$ cat config.mk
export PLATFORM = sky130hd
export DESIGN_NAME = mpc_wb_router
export DESIGN_NICKNAME = d
export VERILOG_FILES = /design/src/rtl/mpc_pkg.sv /design/src/rtl/mpc_wb_watchdog.sv /design/src/rtl/mpc_wb_router.sv
export SDC_FILE = /design/constraint.sdc
export NUM_CORES = 1
export LEC_CHECK = 0
export CORE_MARGIN = 4
export CORE_UTILIZATION = 36
export CTS_CLUSTER_DIAMETER = 150
export CTS_CLUSTER_SIZE = 16
export DETAILED_ROUTE_END_ITERATION = 10
export GPL_TIMING_DRIVEN = 0
export PLACE_DENSITY = 0.78
export RECOVER_POWER = 50
export SLEW_MARGIN = 20
export SYNTH_ARGS = -nofsm -noshare
export SYNTH_HDL_FRONTEND = slang
export SYNTH_SLANG_ARGS = --single-unit
$ cat constraint.sdc
create_clock -name wb_clk_i -period 3.3 [get_ports wb_clk_i]
set_clock_uncertainty 0.1 [all_clocks]
set_input_delay 0.33 -clock wb_clk_i [delete_from_list [all_inputs] [get_ports wb_clk_i]]
set_output_delay 0.33 -clock wb_clk_i [all_outputs]
set_load 0.02 [all_outputs]
$ cat src/rtl/mpc_pkg.sv
// rtl/mpc_pkg.sv - shared state type, config-register layout and defaults for the macro Wishbone router
package mpc_pkg;

  typedef enum logic [2:0] {
    IDLE,
    CFG,
    FWD,
    DONE,
    ERR
  } state_t;

  localparam int CFG_SEL_LSB  = 0;
  localparam int CFG_MODE_BIT = 8;
  localparam int CFG_TOF_BIT  = 16;

  localparam logic [31:0] DEFAULT_ERR_DATA = 32'hDEAD_BEEF;

  // Width of the macro-select field; a single macro still needs one bit.
  function automatic int sel_width(input int n);
    return (n > 1) ? $clog2(n) : 1;
  endfunction

endpackage

$ cat src/rtl/mpc_wb_watchdog.sv
// rtl/mpc_wb_watchdog.sv - saturating per-transaction cycle counter flagging a hung macro
module mpc_wb_watchdog #(
  parameter int TIMEOUT = 255
) (
  input  logic clk,
  input  logic rst,
  input  logic i_clr,
  input  logic i_en,
  output logic o_expired
);

  localparam int            CW    = $clog2(TIMEOUT + 1);
  localparam logic [CW-1:0] LIMIT = CW'(TIMEOUT);

  logic [CW-1:0] r_count;

  always_ff @(posedge clk or posedge rst) begin
    if (rst) begin
      r_count <= '0;
    end else if (i_clr) begin
      r_count <= '0;
    end else if (i_en && (r_count != LIMIT)) begin
      r_count <= r_count + 1'b1;
    end
  end

  assign o_expired = (r_count == LIMIT);

endmodule

$ cat src/rtl/mpc_wb_router.sv
// rtl/mpc_wb_router.sv - registered Wishbone fan-out/fan-in for an NH x NV grid of user macros
module mpc_wb_router
  import mpc_pkg::*;
#(
  parameter int          NH       = 2,
  parameter int          NV       = 2,
  parameter logic [31:0] CFG_ADDR = 32'h3000_0000,
  parameter int          SEL_LSB  = 20,
  parameter int          TIMEOUT  = 255,
  parameter logic [31:0] ERR_DATA = DEFAULT_ERR_DATA,
  localparam int         N        = NH * NV,
  localparam int         SW       = sel_width(N)
) (
  input  logic            wb_clk_i,
  input  logic            wb_rst_i,
  input  logic            wbs_stb_i,
  input  logic            wbs_cyc_i,
  input  logic            wbs_we_i,
  input  logic [3:0]      wbs_sel_i,
  input  logic [31:0]     wbs_dat_i,
  input  logic [31:0]     wbs_adr_i,
  output logic            wbs_ack_o,
  output logic [31:0]     wbs_dat_o,
  output logic [N-1:0]    m_stb_o,
  output logic [N-1:0]    m_cyc_o,
  output logic            m_we_o,
  output logic [3:0]      m_sel_o,
  output logic [31:0]     m_dat_o,
  output logic [31:0]     m_adr_o,
  input  logic [N-1:0]    m_ack_i,
  input  logic [N*32-1:0] m_dat_i,
  output logic [SW-1:0]   configuration_o,
  output logic            mode_o,
  output logic            timeout_o
);

  localparam logic [SW:0] N_W = (SW + 1)'(N);

  state_t        r_state;
  logic          r_ack;
  logic [31:0]   r_dat;
  logic [N-1:0]  r_m_stb;
  logic          r_m_we;
  logic [3:0]    r_m_sel;
  logic [31:0]   r_m_dat;
  logic [31:0]   r_m_adr;
  logic [SW-1:0] r_active;
  logic          r_mode;
  logic          r_tof;

  logic          w_req;
  logic          w_cfg_hit;
  logic [SW-1:0] w_target;
  logic          w_bad_tgt;
  logic [N-1:0]  w_onehot;
  logic [SW-1:0] w_active_nxt;
  logic          w_mode_nxt;
  logic          w_tof_nxt;
  logic [31:0]   w_cfg_word;
  logic [31:0]   w_rdata;
  logic          w_tgt_ack;
  logic          w_expired;

  assign w_req     = wbs_cyc_i & wbs_stb_i;
  assign w_cfg_hit = (wbs_adr_i == CFG_ADDR);
  assign w_target  = r_mode ? wbs_adr_i[SEL_LSB +: SW] : r_active;
  assign w_bad_tgt = ({1'b0, w_target} >= N_W);
  assign w_onehot  = N'(1) << w_target;

  // Byte-lane write view of the config register; the timeout flag is write-1-to-clear.
  assign w_active_nxt = (wbs_we_i && wbs_sel_i[0]) ? wbs_dat_i[CFG_SEL_LSB +: SW] : r_active;
  assign w_mode_nxt   = (wbs_we_i && wbs_sel_i[1]) ? wbs_dat_i[CFG_MODE_BIT] : r_mode;
  assign w_tof_nxt    = r_tof & ~(wbs_we_i & wbs_sel_i[2] & wbs_dat_i[CFG_TOF_BIT]);

  always_comb begin
    w_cfg_word                        = '0;
    w_cfg_word[CFG_SEL_LSB +: SW]     = w_active_nxt;
    w_cfg_word[CFG_MODE_BIT]          = w_mode_nxt;
    w_cfg_word[CFG_TOF_BIT]           = w_tof_nxt;
  end

  // Strobe stays one-hot on the target while in FWD, so it doubles as the response select.
  always_comb begin
    w_rdata = '0;
    for (int i = 0; i < N; i++) begin
      if (r_m_stb[i]) w_rdata = w_rdata | m_dat_i[32*i +: 32];
    end
  end

  assign w_tgt_ack = |(m_ack_i & r_m_stb);

  mpc_wb_watchdog #(
    .TIMEOUT (TIMEOUT)
  ) u_watchdog (
    .clk       (wb_clk_i),
    .rst       (wb_rst_i),
    .i_clr     (r_state != FWD),
    .i_en      (r_state == FWD),
    .o_expired (w_expired)
  );

  always_ff @(posedge wb_clk_i or posedge wb_rst_i) begin
    if (wb_rst_i) begin
      r_state  <= IDLE;
      r_ack    <= 1'b0;
      r_dat    <= '0;
      r_m_stb  <= '0;
      r_m_we   <= 1'b0;
      r_m_sel  <= '0;
      r_m_dat  <= '0;
      r_m_adr  <= '0;
      r_active <= '0;
      r_mode   <= 1'b0;
      r_tof    <= 1'b0;
    end else begin
      r_ack <= 1'b0;
      case (r_state)
        IDLE: begin
          if (w_req) begin
            if (w_cfg_hit) begin
              r_active <= w_active_nxt;
              r_mode   <= w_mode_nxt;
              r_tof    <= w_tof_nxt;
              r_dat    <= w_cfg_word;
              r_ack    <= 1'b1;
              r_state  <= CFG;
            end else if (w_bad_tgt) begin
              r_dat   <= ERR_DATA;
              r_ack   <= 1'b1;
              r_state <= ERR;
            end else begin
              r_m_stb <= w_onehot;
              r_m_we  <= wbs_we_i;
              r_m_sel <= wbs_sel_i;
              r_m_dat <= wbs_dat_i;
              r_m_adr <= wbs_adr_i;
              r_state <= FWD;
            end
          end
        end
        FWD: begin
          // Host abort beats everything; a target ack beats a same-cycle timeout.
          if (!wbs_cyc_i) begin
            r_m_stb <= '0;
            r_state <= IDLE;
          end else if (w_tgt_ack) begin
            r_m_stb <= '0;
            r_dat   <= w_rdata;
            r_ack   <= 1'b1;
            r_state <= DONE;
          end else if (w_expired) begin
            r_m_stb <= '0;
            r_tof   <= 1'b1;
            r_dat   <= ERR_DATA;
            r_ack   <= 1'b1;
            r_state <= ERR;
          end
        end
        default: begin
          r_state <= IDLE;
        end
      endcase
    end
  end

  assign wbs_ack_o       = r_ack;
  assign wbs_dat_o       = r_dat;
  assign m_stb_o         = r_m_stb;
  assign m_cyc_o         = r_m_stb;
  assign m_we_o          = r_m_we;
  assign m_sel_o         = r_m_sel;
  assign m_dat_o         = r_m_dat;
  assign m_adr_o         = r_m_adr;
  assign configuration_o = r_active;
  assign mode_o          = r_mode;
  assign timeout_o       = r_tof;

endmodule

Word-level counts from Yosys, hierarchy flattened
Index checks and enable logic that the tools add are counted.
- register bits after elaboration: 121
- logic and storage cells: 89
- bits of input ports: 205
- reductions and logical operators: 13
- muxes and demuxes: 39
- add/sub/neg operators: 1
- equal/unequal tests: 13
- shifts and indexed selects: 1
- bitwise gates (word level): 10
- operators with widths (cell ; number):
    $mux W32 ; 9
    $or A32 B32 Y32 ; 3
    $pmux W32 S2 ; 1
    $eq A32 B30 Y1 const B ; 1
    $mux W4 ; 5
    $mux W8 ; 2
    $mux W3 ; 4
    $ne A2 B2 Y1 const B ; 6
    $mux W1 ; 11
    $add A8 B1 Y8 const B ; 1
    $eq A8 B8 Y1 const B ; 1
    $ne A8 B8 Y1 const B ; 1
    $pmux W4 S2 ; 1
    $mux W2 ; 3
    $pmux W3 S2 ; 1
    $reduce_and A3 Y1 ; 2
    $reduce_and A6 Y1 ; 1
    $reduce_and A5 Y1 ; 1
    $and A1 B1 Y1 ; 4
    $and A4 B4 Y4 ; 1
    $ne A4 B4 Y1 const B ; 1
    $pmux W1 S2 ; 2
    $reduce_and A4 Y1 ; 1
    $reduce_bool A2 Y1 ; 2
    9 further kinds ; 12

Depth between registers and ports, before layout
Gate-level depths: netlist of run 1.
- word-level depth: 10
- depth in mapped cells: 8
- gate-level depth less buffers: 6

Cells and area by module
Synthesis of run 1 repeated with hierarchy kept, for this count alone.
- cells, all modules: 460
- area total of the unflattened synthesis: 5933.2 µm²
- modules (own cells, without submodules) (module ; area an instance (µm²) ; times used ; cells an instance):
    mpc_wb_router ; 5441.5 ; 1 ; 412
    mpc_wb_watchdog ; 491.7 ; 1 ; 48

Worst setup path after synthesis of run 1
No wires, ideal clock.
- path kind: register -> register
- start point: reg u_watchdog.r_count[0]
- end point: reg r_dat[10] (netlist: wbs_dat_o[10])
- path slack: 1.228 ns
- required time: 3.075 ns
- setup time: 0.125 ns
- clock period less this slack: 2.072 ns
- arrival time: 1.847 ns
- cell stages (with the launch flop): 9
- path through: dfrtp_1 > ha_1 > and2_1 > clkbuf_2 > nand3_4 > a31oi_2 > a21oi_4 > buf_6 > mux2_4
- cells in the longest elaborated chain, start to end: 3
- ends and longest elaborated chain (element ; RTL line ; text):
    from (decl) ; mpc_wb_watchdog.sv:15 ; logic [CW-1:0] r_count;
    from (signal assigned) ; mpc_wb_watchdog.sv:23 ; r_count <= r_count + 1'b1;
    $eq A8 B8 Y1 ; mpc_wb_watchdog.sv:27 ; assign o_expired = (r_count == LIMIT);
    $ne A3 B3 Y1 (no source line) ; -- ;
    $reduce_and A5 Y1 (no source line) ; -- ;
    to (signal assigned) ; mpc_wb_router.sv:124 ; r_dat <= w_cfg_word;
    to (signal assigned) ; mpc_wb_router.sv:148 ; r_dat <= w_rdata;
    to (decl) ; mpc_wb_router.sv:41 ; logic [31:0] r_dat;
No other way between the ends.
A chain may end at the register's enable or synchronous reset.

Final worst setup path of run 1
- start point: reg u_watchdog.r_count[0]
- end point: reg r_dat[17] (netlist: wbs_dat_o[17])
Same word-level chain as after synthesis.

==> results of run 1 <==
-- metal layers --
layer	routed length, um	part of all wire, %	vias up
met4	629	3.0	0
met1	7613	36	2593
met2	10860	52	256
met3	1928	9.2	40
li1	-	-	2390
met5	0	0	-
-- worst paths after layout --
check	to	slack [ps]	depth (start not counted)
max	wbs_dat_o[17]	700	8
min	m_dat_o[11]	380	1
max reg2reg	wbs_dat_o[17]	700	8
min reg2reg	m_dat_o[11]	380	1
max in group asynchronous	m_dat_o[1]	1010	4
min in group asynchronous	m_dat_o[12]	540	2
-- power by group through the flow --
stage          Sequential, mW  Clock, mW  Combinational (mW)
2_1_floorplan            2.54          0               0.680
3_3_place_gp             2.08          0                2.37
3_5_place_dp             2.10          0                2.42
4_1_cts                  2.08       1.96                2.43
5_1_grt                  2.12       2.03                2.46
6_report                 2.07       1.92                2.34
-- per-stage QoR --
step	hold WS (ps)	utilization, %	cells
finish	384.1	62.69	1015
global route	390.6	62.69	1015
CTS	254.7	62.89	1015
detailed placement	380.8	59.06	985
global placement	374.2	58.68	982
floorplan	340.2	-	448
-- sequential cells by signal, indices dropped and copies added, names as in the netlist --
register	count
configuration_o	2
m_adr_o	32
m_cyc_o	4
m_dat_o	32
m_sel_o	4
m_we_o	1
mode_o	1
r_state	3
timeout_o	1
u_watchdog.r_count	8
wbs_ack_o	1
wbs_dat_o	32
-- critical path: stages (launching register included) --
cell	delay, ps
dfrtp_1	400
ha_1	210
and2_0	150
clkbuf_1	170
nand3_1	380
a31oi_2	180
a21oi_4	300
buf_6	250
mux2_4	320
-- area by class of cell --
type                    count  area (um2)
clock inverters             7       115.1
multi-input cells         287        2650
fillers                  1253        5969
repair buffers            321        3228
clock buffers              23       498.0
well taps                 216       270.3
flip-flops and latches    121        3028
plain buffers              37       229.0
inverters                   3       12.51
-- cells in the final DEF (no fill, tap or decap), drive strengths merged, types with 4 or more instances in the layout --
cell / n
nand2: 12
dfrtp: 121
dlygate4sd3: 50
a31oi: 22
buf: 16
clkbuf: 47
nor4: 8
a22oi: 64
a21oi: 14
mux2: 110
clkdlybuf4s50: 268
mux2i: 5
nor2: 13
nand3: 5
nand4: 4
-- cell families after synthesis --
kind of cell             count (synthesis)
AO/OA/AOI/OAI                          114
XOR/XNOR                                 4
adder cells (fa/ha/maj)                  1
buffers and inverters                   40
flip-flops                             121
multiplexers                           115
AND/OR/NAND/NOR                         53
==> out/qor.txt, run 1 <==
part of the power in combinational logic: 37.0%
synthesized area per cell: 13.24 um2
root buffer cell: clkbuf_16
post-synthesis adder-cell area fraction: 0.2109%
clk slew on worst S/H paths: 50 ps
port bufs: 318
worst slew pin tran: 1265 ps
routed vias: 5279
min cycle time layout: 2599 ps
standard-cell rows: 46
Clock power frac: 30.3%
synthesized netlist cell count: 448
Die Ht: 136.4 um
largest cells by area after synthesis: dfrtp_1 (51%), mux2_2 (11%), a22oi_1 (8.1%), mux2_4 (7.3%), mux2_1 (4.6%)
Synth Area in Compound Gates: 13.88%
GRT Overall Usage: 22.06%
Setup-failing EPs final: 0
First DRT Iteration DRCs: 227
Synth Area in XOR/XNOR: 0.5906%
synth warn: 0
P_sw: 1.945 mW
Critical Path RT: 3490 ps
CTS max path bufs: 2
r2r startpoint: u_watchdog.r_count[0]
Routed Antenna Nets: 0
final routed DRC violation total: 0
CP arrival: 2790 ps
CTS tree: yes
Max rail drop VDD: 394.6 uV
Hold WC Path Type: flop to flop
Post-Synth Simple-Gate Area: 6.644%
post-CTS setup buffer count: 0
CP startpoint: u_watchdog.r_count[0]
period utilization: 78.76%
die width: 136.4 um
PnR worst setup slack: 701.1 ps
FF+latch count, synth: 121
antenna cells: 0
M3 GR Usage: 8.290%
Setup TNS: 0 ps
layout cells sized above 1: 18.52%
largest family of logic cells by synthesized area: multiplexers
Post-synth EDFFs: 0
Lkg Pwr: 4.181 nW
Initial Utilization: 37.07%
DP Area: 9449 um2
area of the core: 16000 um2
initial antenna violation count: 0
Seq/Total Area, Yosys: 51.04%
relative slew slack: 15.18%
Critical Path Fanout Max: 10
DR WL/cell: 20.72 um
Main synth FF type: dfrtp_1
Final Total Pwr: 6.329 mW
GR peak layer: met2
sw frac: 30.72%
status: finished, final reports clean
internal cell power: 4.385 mW
vias per inst: 5.201
Pre-antenna DRT Iters: 4
FFs w/ async S/R, synth: 100.0%
syn nets: 654
final slew viol count: 0
crit end category: flop
Num CTS Buffers: 17
GR Util met2: 39.02%
hold path start: m_dat_o[11]
pre-CTS WS: 493.6 ps
maxcap violations: 0
sequential share of power: 32.7%
most frequent cells after synthesis: dfrtp_1 (121), a22oi_1 (64), mux2_2 (57)
GRT overflow: 0
mux share of post-synthesis cell area: 23.56%
post-synth top area cell: dfrtp_1
first-pass GRT wire length: 31260 um
area share of the largest cell type after synthesis: 51.04%
global-route met1 utilization: 24.03%
H-tree levels: 4
Final Hold Fails: 0
PostCTS Resize Cnt: 0
area grow syn2layout: 69.10%
CP Launch Type: flop
Clock Latency Late Sink: 410 ps
total length of routed wires: 21030 um
I/O pins: 319
number of global-route vias before repair: 5753
largest net degree at the start of global routing: 35
most frequent cell after synthesis: dfrtp_1
die area: 18600 um2
worst setup path category: flop to flop
unrepaired setup endpoints after global routing: no
gpl congestion: 0.8389
synthesized area: 5932 um2
fin area: 10030 um2
number of hold buffers added after CTS: 0
Nets: 994
clock sinks: 121
Power per Cell Area: 631.0 nW/um2
Post-DP HPWL: 16910 um
maximum clock frequency: 384.8 MHz
Yosys cell types: 47
Power figures use the tool's default switching activity.
==> inputs of run 2 (changes only) <==
--- a/config.mk
+++ b/config.mk
@@ -6,12 +6,12 @@
 export NUM_CORES = 1
 export LEC_CHECK = 0
 export CORE_MARGIN = 4
-export CORE_UTILIZATION = 36
+export CORE_UTILIZATION = 40
 export CTS_CLUSTER_DIAMETER = 150
 export CTS_CLUSTER_SIZE = 16
 export DETAILED_ROUTE_END_ITERATION = 10
 export GPL_TIMING_DRIVEN = 0
-export PLACE_DENSITY = 0.78
+export PLACE_DENSITY = 0.82
 export RECOVER_POWER = 50
 export SLEW_MARGIN = 20
 export SYNTH_ARGS = -nofsm -noshare
==> constraint.sdc (replaced) <==
create_clock -name wb_clk_i -period 2.6 [get_ports wb_clk_i]
set_clock_uncertainty 0.1 [all_clocks]
set_input_delay 0.26 -clock wb_clk_i [delete_from_list [all_inputs] [get_ports wb_clk_i]]
set_output_delay 0.26 -clock wb_clk_i [all_outputs]
set_load 0.02 [all_outputs]
==> out/qor.txt, run 2 (synthesis gave the netlist of run 1 again) <==
gpl congestion: 0.8341 (was 0.8389)
Critical Path RT: 2790 ps (was 3490 ps)
R2R depth: 6 (was 8)
clock sinks: 121 (unchanged)
Nets: 995 (was 994)
CP Launch Type: flop (unchanged)
final slew viol count: 0 (unchanged)
Clock Latency Late Sink: 410 ps (about the same)
M3 GR Usage: 9.292% (was 8.290%)
maximum clock frequency: 405.7 MHz (was 384.8 MHz)
period utilization: 94.81% (was 78.76%)
root buffer cell: clkbuf_16 (unchanged)
Setup-failing EPs final: 0 (unchanged)
Hold WC Path Type: input pin to asynchronous set/reset pin (was flop to flop)
Post-DP HPWL: 16650 um (was 16910 um)
total length of routed wires: 21090 um (was 21030 um)
I/O pins: 319 (unchanged)
die width: 129.8 um (was 136.4 um)
commonest non-fill, non-tap cell in the layout: clkdlybuf4s50_1 (unchanged)
worst setup path category: flop to flop (unchanged)
vias per inst: 5.349 (was 5.201)
crit end category: flop (unchanged)
number of global-route vias before repair: 5707 (was 5753)
Num CTS Buffers: 17 (unchanged)
unrepaired setup endpoints after global routing: no (unchanged)
GRT Overall Usage: 24.17% (was 22.06%)
Lkg Pwr: 4.183 nW (was 4.181 nW)
post-CTS setup buffer count: 0 (unchanged)
Power per Cell Area: 800.1 nW/um2 (was 631.0 nW/um2)
area of the core: 14530 um2 (was 16000 um2)
Final Hold Fails: 0 (unchanged)
Setup TNS: 0 ps (unchanged)
Routed Antenna Nets: 0 (unchanged)
clk slew on worst S/H paths: 50 ps (about the same)
status: finished, final reports clean (unchanged)
CP arrival: 2650 ps (was 2790 ps)
die area: 16840 um2 (was 18600 um2)
Core Util, Final: 68.70% (was 62.69%)
initial antenna violation count: 0 (unchanged)
routed vias: 5263 (was 5279)
GR peak layer: met2 (unchanged)
GR Util met2: 42.83% (was 39.02%)
min cycle time layout: 2465 ps (was 2599 ps)
largest net degree at the start of global routing: 33 (was 35)
Critical Path Fanout Max: 10 (unchanged)
DR WL/cell: 21.43 um (was 20.72 um)
first-pass GRT wire length: 31040 um (was 31260 um)
CTS max path bufs: 2 (unchanged)
global-route met1 utilization: 26.27% (was 24.03%)
layout cells sized above 1: 18.50% (was 18.52%)
r2r startpoint: m_cyc_o[1] (was u_watchdog.r_count[0])
Fillers: 1036 (was 1253)
maxcap violations: 0 (unchanged)
antenna cells: 0 (unchanged)
Max rail drop VDD: 528.6 uV (was 394.6 uV)
most frequent cells in the layout: clkdlybuf4s50_1 (267), dfrtp_1 (121), a22oi_1 (64) (was clkdlybuf4s50_1 (268), dfrtp_1 (121), a22oi_1 (64))
GRT overflow: 0 (unchanged)
r2r setup slk: 130 ps (was 700 ps)
Final Total Pwr: 7.989 mW (was 6.329 mW)
Min Hold Slack: 239.2 ps (was 384.1 ps)
area grow syn2layout: 68.32% (was 69.10%)
port bufs: 318 (unchanged)
Initial Utilization: 40.81% (was 37.07%)
final routed DRC violation total: 0 (unchanged)
First DRT Iteration DRCs: 242 (was 227)
H-tree levels: 4 (unchanged)
standard-cell rows: 44 (was 46)
Pre-antenna DRT Iters: 4 (unchanged)
Die Ht: 129.8 um (was 136.4 um)
CTS tree: yes (unchanged)
FF-to-FF End: wbs_dat_o[13] (was wbs_dat_o[17])
relative slew slack: 12.40% (was 15.18%)
worst slew pin tran: 1314 ps (was 1265 ps)
==> run 2: cell count changes in the layout (fill, tap and decap cells not counted) <==
cell,change
clkbuf_2,+2
clkbuf_8,-2
buf_12,-1
clkbuf_1,+1
clkdlybuf4s50_1,-1
clkinv_2,-1
clkinvlp_4,+1
dlygate4sd3_1,+1
dlymetal6s4s_1,+1
nand3_1,-1
nand3_4,+1
==> run 2: how the worst max path moves through the flow <==
stage,from,to,depth (start not counted)
global placement,wb_rst_i,m_adr_o[16],2
detailed placement,wbs_adr_i[7],m_dat_o[27],6
finish,m_cyc_o[1],wbs_dat_o[13],6
floorplan,u_watchdog.r_count[0],wbs_dat_o[10],8
global route,m_cyc_o[0],m_cyc_o[3],6
CTS,m_cyc_o[1],wbs_dat_o[5],6
==> run 2: power breakdown <==
part / switching, mW / internal, mW / total [mW]
clock network: 0.801 / 1.57 / 2.37
logic: 1.41 / 1.57 / 2.99
registers: 0.264 / 2.37 / 2.63
total: 2.48 / 5.51 / 7.99
==> run 2: area by class of cell <==
class / instances / area, um2 / area share (%)
Timing Repair Buffer: 322 / 3226 / 32.31
Sequential cell: 121 / 3028 / 30.33
Multi-Input combinational cell: 287 / 2663 / 26.67
Clock buffer: 23 / 478.0 / 4.787
Buffer: 37 / 230.2 / 2.306
Tap cell: 184 / 230.2 / 2.306
Clock inverter: 7 / 117.6 / 1.178
Inverter: 3 / 12.51 / 0.1253
==> run 2: worst max-delay path: stages (launching register included) <==
cell,delay [ps]
dfrtp_1,420
clkbuf_1,370
a22oi_1,230
nand2_1,340
clkbuf_1,390
a31oi_1,180
mux2_4,310
==> run 2: per-stage QoR <==
step | instance area (um2) | worst slack, ps | cells
finish | 9985 | 134.9 | 984
global route | 9985 | 8.157 | 984
CTS | 10030 | 39.74 | 984
detailed placement | 9437 | -72.35 | 954
global placement | 9349 | -350.2 | 950
floorplan | 5936 | 528.3 | 448
==> run 2: timing repair <==
item	CTS	global route
gates resized for setup	0	2
endpoints found under the setup margin	0	8
hold buffers	0	0
==> run 2: layer usage <==
| metal | routed length, um | vias up | share of wire [%] |
|---|---|---|---|
| li1 | - | 2398 | - |
| met1 | 7629 | 2595 | 36 |
| met2 | 10880 | 234 | 52 |
| met3 | 1921 | 36 | 9.1 |
| met4 | 655 | 0 | 3.1 |
| met5 | 0 | - | 0 |
==> variant: new RTL, settings of run 1 <==
Put one more register stage on the output `timeout_o`, with the module's reset. The value now appears one clock later. The other outputs are not delayed to match.
--- a/src/rtl/mpc_wb_router.sv
+++ b/src/rtl/mpc_wb_router.sv
@@ -174,5 +174,11 @@
   assign configuration_o = r_active;
   assign mode_o          = r_mode;
-  assign timeout_o       = r_tof;
+  always_ff @(posedge wb_clk_i or posedge wb_rst_i) begin
+    if (wb_rst_i) begin
+      timeout_o <= '0;
+    end else begin
+      timeout_o <= r_tof;
+    end
+  end
 
 endmodule
Behaviour: no difference found for any inputs over 4 cycles, from zero or initial values and one cycle with wb_rst_i high; that may be too few to reach the edited logic, so the function may still have changed.
==> variant against run 1 <==
Combinational power grew 76%; largest power group unchanged; worst setup slack lost 310 ps; final area shrank 2.0%; routed wire length grew 1.9%; the flow now finishes with violations (capacitance limit, slew limit); sequential power grew 19%; sequential cell count grew 1; synthesized area shrank 3.3%; total power grew 34%.
==> variant: results (changes against run 1) <==
metric	value	unit	change
outcome	complete, but fails checks		was completed
violations	capacitance limit, slew limit		
vias	5461		was 5,279
syn_nets	658		was 654
p_leak	3.91	nW	was 4.18 nW
path_max_fanout	10		unchanged
arrival	3100	ps	was 2790 ps
insertion_delay	410	ps	about the same
met2_usage	0.398		was 0.390
synth_top_cells_by_count	dfrtp_1 (122), mux2_2 (106), a22oi_1 (64)		was dfrtp_1 (121), a22oi_1 (64), mux2_2 (57)
use_met3	0.0964		was 0.0829
met1_usage	0.266		was 0.240
drive_above_1_share	0.199		was 0.185
nets	999		was 994
cp_top_family	compound AO/OA/AOI/OAI gates		was simple AND/OR/NAND/NOR gates
synth_cell_types	39		was 47
grt_pass1_vias	5986		was 5,753
firstDrtPassIters	5		was 4
io_buffers	318		unchanged
drv_slew	53		was 0
track_usage	0.235		was 0.221
fillCellCount	1220		was 1,253
r2r_setup_slack	390	ps	was 700 ps
routed_wl	21.4	mm	was 21.0 mm
ys_seq_area_frac	0.532		was 0.510
slowest_stage	o311ai_2		was dfrtp_1
synth_area_leaders	dfrtp_1 (53%), mux2_2 (21%), a22oi_1 (8.4%), a31oi_1 (3.1%), buf_6 (1.4%)		was dfrtp_1 (51%), mux2_2 (11%), a22oi_1 (8.1%), mux2_4 (7.3%), mux2_1 (4.6%)
hpwl	17.2	mm	was 16.9 mm
cts_setup_buffers	0		unchanged
max_slew_margin	-0.0123		was 0.152
drv_cap	2		was 0
grt_start_max_net_pins	33		was 35
gp_congestion	0.922		was 0.839
drtIter0Drc	253		was 227
synth_ff_type	dfrtp_1		unchanged
ir_drop	0.544	mV	was 0.395 mV
grt_overflow	0		unchanged
max_stage_delay	630	ps	was 400 ps
grt_pass1_wl	33.1	mm	was 31.3 mm
yosysWarnings	0		unchanged
holdWs	318	ps	was 384 ps
hold_path.class	primary input to async pin		was flip-flop to flip-flop
==> variant: cell count changes in the layout (fill, tap and decap cells not counted), moves of 7 or more <==
cell     change
mux2_4      -29
mux2_1      -24
o21ai_0      +7
a31oi_1      +7
mux2_2      +49
nor3_1       +7
==> variant: power breakdown <==
group	switching (mW)	internal, mW
clock	0.632	1.26
sequential	0.334	2.13
combinational	2.02	2.10
==> variant: final timing paths <==
path / startpoint / endpoint / cells after the start
setup / recovery: m_cyc_o[1] / wbs_dat_o[4] / 6
hold / removal: wb_rst_i / m_adr_o[7] / 2
setup reg to reg: m_cyc_o[1] / wbs_dat_o[4] / 6
hold reg to reg: r_tof / timeout_o / 0
max in group asynchronous: wb_rst_i / m_adr_o[20] / 3
min in group wb_clk_i: r_tof / timeout_o / 0
==> variant: cell type report <==
| type | instances | area (um2) | share of cell area |
|---|---|---|---|
| Inverter | 2 | 8.76 | 0.000891 |
| Clock inverter | 7 | 115 | 0.0117 |
| Buffer | 36 | 206 | 0.0210 |
| Multi-Input combinational cell | 292 | 2470 | 0.251 |
| Clock buffer | 23 | 488 | 0.0496 |
| Sequential cell | 122 | 3050 | 0.310 |
| Tap cell | 211 | 264 | 0.0268 |
| Timing Repair Buffer | 322 | 3230 | 0.329 |
==> variant: worst register-to-register path, stage by stage (launching register included) <==
cell and delay, ps:
dfrtp_1 440, clkbuf_1 240, a22oi_1 360, nand2_2 260, o311ai_2 630, buf_2 380
mux2_2 380
==> variant: routing by layer <==
metal / vias up / share of wire
met5: - / 0
met4: 0 / 0.028
met3: 45 / 0.10
met2: 288 / 0.50
met1: 2691 / 0.37
li1: 2437 / -
==> variant: through the flow <==
| step | util | total power, mW | worst slack (ps) | instances | cell area (um2) |
|---|---|---|---|---|---|
| 6_report | 0.637 | 8.47 | 389 | 1015 | 9830 |
| 5_1_grt | 0.637 | 8.92 | 247 | 1015 | 9830 |
| 4_1_cts | 0.640 | 8.68 | 376 | 1015 | 9870 |
| 3_5_place_dp | 0.601 | 6.75 | 323 | 985 | 9270 |
| 3_3_place_gp | 0.595 | 6.61 | 299 | 981 | 9190 |
| 2_1_floorplan | - | 4.74 | 1020 | 452 | 5740 |
==> variant: kinds of logic after synthesis <==
kind of cell               after synthesis  share of synthesized area
adders and majority gates                1                    0.00218
buffers and inverters                   38                     0.0373
AOI/OAI and AO/OA                      126                      0.156
and+or+nand+nor                         53                     0.0541
muxes                                  111                      0.217
DFF                                    122                      0.532
xor gates and xnor gates                 1                    0.00153
